## config.mk

```make
export PLATFORM = sky130hd
export DESIGN_NAME = rr_arb4_dl
export DESIGN_NICKNAME = d
export VERILOG_FILES = /design/src/rtl/arb_pkg.sv /design/src/rtl/gnt_dec2to4_n.sv /design/src/rtl/rr_arb4_dl.sv
export SDC_FILE = /design/constraint.sdc
export NUM_CORES = 1
export LEC_CHECK = 0
export CAP_MARGIN = 15
export CORE_MARGIN = 2
export CORE_UTILIZATION = 28
export DETAILED_ROUTE_END_ITERATION = 10
export MAX_ROUTING_LAYER = met4
export PLACE_DENSITY = 0.43
export REMOVE_ABC_BUFFERS = 1
export SLEW_MARGIN = 20
export SYNTH_ARGS = -nofsm -noshare
export SYNTH_HDL_FRONTEND = slang
export SYNTH_SLANG_ARGS = --single-unit
export TNS_END_PERCENT = 5
```

## constraint.sdc

```tcl
create_clock -name clk -period 5.45 [get_ports clk]
set_clock_uncertainty 0.1 [all_clocks]
set_input_delay 0.8175 -clock clk [delete_from_list [all_inputs] [get_ports clk]]
set_output_delay 0.8175 -clock clk [all_outputs]
set_load 0.005 [all_outputs]
```

## src/rtl/arb_pkg.sv

```systemverilog
// Shared definitions for the four-requester round-robin arbiter.
//   arb_state_e : arbiter FSM state encoding
//   ARB_N       : number of requesters
//   GNT_NONE_N  : active-low grant vector meaning "no owner"
//   CNT_W       : width of the tenure counter
package arb_pkg;

  typedef enum logic {
    IDLE  = 1'b0,
    GRANT = 1'b1
  } arb_state_e;

  localparam int          ARB_N      = 4;
  localparam int          CNT_W      = 8;
  localparam logic [3:0]  GNT_NONE_N = 4'b1111;
  localparam logic [CNT_W-1:0] CNT_SAT = {CNT_W{1'b1}};

endpackage

```

## src/rtl/gnt_dec2to4_n.sv

```systemverilog
// Active-low 2-to-4 decoder with active-low enable.
//   sel_i   : index of the output to drive low
//   en_n_i  : low enables the decode, high forces all outputs high
//   dec_n_o : active-low one-hot output, 4'b1111 when disabled
module gnt_dec2to4_n
  import arb_pkg::*;
(
  input  logic [1:0] sel_i,
  input  logic       en_n_i,
  output logic [3:0] dec_n_o
);

  always_comb begin
    dec_n_o = GNT_NONE_N;
    if (!en_n_i) begin
      dec_n_o = ~(4'b0001 << sel_i);
    end
  end

endmodule

```

## src/rtl/rr_arb4_dl.sv

```systemverilog
// Four-requester round-robin arbiter driving an active-low grant decoder.
// Each tenure ends on done, on the owner dropping its request, on en_n going
// high, or after HOLD_MAX cycles. One idle cycle always separates grants.
//   clk    : rising-edge clock
//   rst_n  : asynchronous active-low reset
//   en_n   : active-low enable; high forces release and blocks new grants
//   req    : active-high requests, bit i = requester i
//   done   : release strobe from the current owner
//   gnt_n  : registered active-low one-hot grant, 4'b1111 = no owner
//   gnt_id : index of the current or most recent owner
//   busy   : high while a grant is held
//
// state | meaning
// ------+---------------------------------------------------------
// IDLE  | no owner; searches req from ptr and grants on next edge
// GRANT | gnt_id owns the resource; cnt tracks tenure length
module rr_arb4_dl
  import arb_pkg::*;
#(
  parameter int unsigned HOLD_MAX = 8
) (
  input  logic       clk,
  input  logic       rst_n,
  input  logic       en_n,
  input  logic [3:0] req,
  input  logic       done,
  output logic [3:0] gnt_n,
  output logic [1:0] gnt_id,
  output logic       busy
);

  localparam logic [CNT_W-1:0] CNT_LAST = CNT_W'(HOLD_MAX - 1);

  arb_state_e       state_q, state_d;
  logic [1:0]       ptr_q, ptr_d;
  logic [1:0]       gnt_id_q, gnt_id_d;
  logic [CNT_W-1:0] cnt_q, cnt_d;
  logic [3:0]       gnt_n_q, gnt_n_d;
  logic             busy_q, busy_d;
  logic             rel_c;

  // Rotate so that ptr sits at bit 0, take the lowest set bit, rotate back.
  function automatic logic [1:0] rr_pick(input logic [3:0] r, input logic [1:0] p);
    logic [3:0] rot;
    logic [1:0] win;
    for (int i = 0; i < ARB_N; i++) begin
      rot[i] = r[2'(i + int'(p))];
    end
    win = 2'd0;
    for (int i = ARB_N - 1; i >= 0; i--) begin
      if (rot[i]) win = 2'(i);
    end
    return win + p;
  endfunction

  always_comb begin
    state_d  = state_q;
    ptr_d    = ptr_q;
    gnt_id_d = gnt_id_q;
    cnt_d    = cnt_q;
    rel_c    = done | ~req[gnt_id_q] | en_n | (cnt_q == CNT_LAST);
    case (state_q)
      IDLE: begin
        if (!en_n && (|req)) begin
          gnt_id_d = rr_pick(req, ptr_q);
          cnt_d    = '0;
          state_d  = GRANT;
        end
      end
      GRANT: begin
        if (cnt_q != CNT_SAT) cnt_d = cnt_q + 1'b1;
        // All release causes collapse into one exit and one pointer step.
        if (rel_c) begin
          state_d = IDLE;
          ptr_d   = gnt_id_q + 2'd1;
        end
      end
      default: state_d = IDLE;
    endcase
    busy_d = (state_d == GRANT);
  end

  // Decode from next-state values so the grant vector can be registered.
  gnt_dec2to4_n u_dec (
    .sel_i   (gnt_id_d),
    .en_n_i  (~busy_d),
    .dec_n_o (gnt_n_d)
  );

  always_ff @(posedge clk or negedge rst_n) begin
    if (!rst_n) begin
      state_q  <= IDLE;
      ptr_q    <= 2'd0;
      gnt_id_q <= 2'd0;
      cnt_q    <= '0;
      gnt_n_q  <= GNT_NONE_N;
      busy_q   <= 1'b0;
    end else begin
      state_q  <= state_d;
      ptr_q    <= ptr_d;
      gnt_id_q <= gnt_id_d;
      cnt_q    <= cnt_d;
      gnt_n_q  <= gnt_n_d;
      busy_q   <= busy_d;
    end
  end

  assign gnt_n  = gnt_n_q;
  assign gnt_id = gnt_id_q;
  assign busy   = busy_q;

endmodule

```

==> results.ini <==
[status]
outcome = finished, final reports clean

[clock_network]
clock_sinks = 17
cts_resized = 0
path_clk_slew_ns = 0.10
clock_path_buffers = 2
cts_hold_buf = 0
post_cts_buffers = 0
root_buffer = clkbuf_4
htree_levels = 1
cts_tree = built
insertion_delay_ns = 0.29
cts_buffers = 3

[floorplanning]
die_w_um = 63.68
initial_core_util_pct = 29.42
num_rows = 21
die_area_mm2 = 0.004055
die_h_um = 63.68
core-area_mm2 = 0.003390
io_pins = 15

[critical_path]
cpMaxStageDelayCell = clkdlybuf4s50_1
worstReg2RegStart = ptr_q[1]$_DFFE_PN0P_
crit_top_cell = a21oi_1
crit_path_cell_trace = clkdlybuf4s50_1, nand2_1, a21oi_1, nor2_1, a211oi_1, a21oi_1, ha_1, xnor2_1, or4_4, a31oi_4, nand3b_1
cp.arrival_ns = 3.31
worst-path-buf-inv = 1
max_stage_delay_ns = 0.65
critPathTopFamily = simple AND/OR/NAND/NOR gates
cp_max_fo = 9
crit_type = in2reg
end_kind = flip-flop
start_kind = primary input
cp-startpoint = req[2]
critPathRequiredTime_ns = 5.58

[logic_synthesis]
yosysTopAreaCell = dfrtp_1
yosysUniqueCellTypes = 36
synth_top_cell_area_share_pct = 32.62
yosysWarningCount = 0
synth-simple-area-share_pct = 25.97
ys_top_cells_by_area = dfrtp_1, dfstp_2, nand2_1, o21ai_0, nand3b_1
post-synth-top-count-cell = dfrtp_1
syn-mean-instance-area_um2 = 9.682
synth_mux_area_share_pct = 3.262
synth_fa_ha_area_share_pct = 2.509
synthXorXnorAreaFrac_pct = 5.270
synth_top_family_by_area = simple AND/OR/NAND/NOR gates
synth_cells = 103
ys_seq_area_share_pct = 43.16
synth_flop_cell = dfrtp_1
async_flop_share_pct = 100.0
synth_compound_area_share_pct = 15.93
netlist_area_um2 = 997.2
synth_commonest_cells = dfrtp_1, nand2_1, nor2_1, o21ai_0, a21oi_1
synth.ff_latch_count = 17
synth_edf_count = 0

[grt]
grt_usage_pct = 11.79
grt-ovfl-total = 0
grt_pass1_wl_mm = 3.691
grt_max_degree = 18
antenna_found_initial = 0
grt_pass1_vias = 738

[routing]
vias = 803
drt_pre_antenna_iters = 4
wl_per_cell_um = 13.18
drcViolationCount = 0
drt_iter0_drc = 35
wl_mm = 2.162
ant_nets = 0
viasPerCell = 4.896

[sta]
post-route-min-period_ns = 3.181
setup_viol = 0
rsz0062_at_grt = false
max_slew.worst_pin.slew_ns = 0.7650
drv_slew = 0
relSlewSlack_pct = 48.84
period_share_pct = 58.36
setup_tns_ns = 0
whs_ns = 0.4291
hold_violations = 0
clock.fmax_mhz = 314.4

[cells_and_area]
n_fill_cell = 341
area_growth_syn_to_layout_pct = 19.70
drive_above_1_share_pct = 13.56
final_cells = 164
diodes = 0
nets = 129

[placed_design]
dp_hpwl_mm = 1.567
dp.cells = 160
numPortBuffers = 14
place.gp.congestion = 0.7380

[pwr]
power.leakage_nw = 0.4505
vdd_ir_drop_max_mv = 0.2129
powerDensity_mw_per_mm2 = 393.5

[hold_path]
worstHoldPathType = reg2reg
hold_start = cnt_q[7]$_DFFE_PN0P_

[flow_run]
cap_violations = 0

==> path summary, 6_finish.rpt <==
| kind | endpoint | slack, ns | cells past startpoint |
|---|---|---|---|
| worst min-delay path | cnt_q[7]$_DFFE_PN0P_ | 0.43 | 1 |
| worst max register to register | gnt_n[0]$_DFF_PN1_ | 2.86 | 10 |
| min in group asynchronous | ptr_q[1]$_DFFE_PN0P_ | 0.87 | 1 |
| max in group asynchronous | gnt_id[0]$_DFF_PN0_ | 3.90 | 1 |
| worst min register to register | cnt_q[7]$_DFFE_PN0P_ | 0.43 | 1 |
| worst max-delay path | gnt_n[0]$_DFF_PN1_ | 2.27 | 11 |
==> cells in the final DEF (no fill, tap or decap), drive strengths merged <==
master	synthesis	final
a211oi	2	2
a21oi	7	7
a31oi	1	1
clkbuf	1	4
clkdlybuf4s50	0	14
dfrtp	13	13
dfstp	4	4
ha	2	2
inv	3	3
mux2i	1	1
mux4	1	1
nand2	11	11
nand2b	3	3
nand3	5	5
nand3b	5	5
nand4	2	2
nor2	10	10
nor2b	1	1
nor3	2	2
nor4	1	1
o21a	1	1
o21ai	8	8
o21bai	1	1
o311ai	1	1
o31ai	2	2
or3	2	2
or3b	3	3
or4	2	2
xnor2	4	4
xor2	2	2
==> cell type report <==
cell class | count | area (um^2) | area share, %
sequential | 17 | 430.4 | 36.06
inverter | 3 | 11.26 | 0.9434
timing repair buffer | 14 | 140.1 | 11.74
tap | 46 | 57.56 | 4.822
clock buffer | 4 | 26.28 | 2.201
multi-input combinational | 80 | 528.0 | 44.23
==> metrics by stage <==
| stage | utilization (%) | area [um^2] | total power, W | worst slack [ns] |
|---|---|---|---|---|
| floorplan | - | 969.7 | 0.0003306 | 2.747 |
| global placement | 34.44 | 1167 | 0.0004066 | 1.993 |
| detailed placement | 34.44 | 1167 | 0.0004065 | 1.999 |
| CTS | 35.22 | 1194 | 0.0004781 | 2.304 |
| global route | 35.22 | 1194 | 0.0005121 | 2.099 |
| finish | 35.22 | 1194 | 0.0004697 | 2.269 |
==> metal layers <==
layer,up-vias,wire length [um],global-route usage [%]
li1,402,-,-
met1,383,1156,18.15
met5,-,0,-
met2,18,907,15.26
met4,0,0,1.630
met3,0,98,3.571
==> registers in the layout, indices dropped and copies added (netlist names) <==
register / cells
busy: 1
cnt_q: 8
gnt_id: 2
gnt_n: 4
ptr_q: 2
==> where the power goes <==
part / leakage [nW] / internal [W] / switching (W) / total (W)
clock network: 0.0150 / 0.0000285 / 0.0000385 / 0.0000669
logic: 0.225 / 0.000106 / 0.0000829 / 0.000189
registers: 0.211 / 0.000165 / 0.0000485 / 0.000214
==> worst register-to-register path: stages, from the launching register on <==
cell      delay [ns]
dfrtp_1         0.57
nand2_1         0.09
a21oi_1         0.15
nor2_1          0.05
a211oi_1        0.20
a21oi_1         0.07
ha_1            0.20
xnor2_1         0.15
or4_4           0.56
a31oi_4         0.23
nand3b_1        0.14
==> cell families (layout without fill, tap and decap cells) <==
| kind of cell | after synthesis | count (layout) |
|---|---|---|
| fa+ha+maj | 2 | 2 |
| xor+xnor | 6 | 6 |
| mux | 2 | 2 |
| simple gates | 47 | 47 |
| compound gates | 23 | 23 |
| buf+inv | 6 | 21 |
| flops | 17 | 17 |
(Power assumes the default switching activity.)
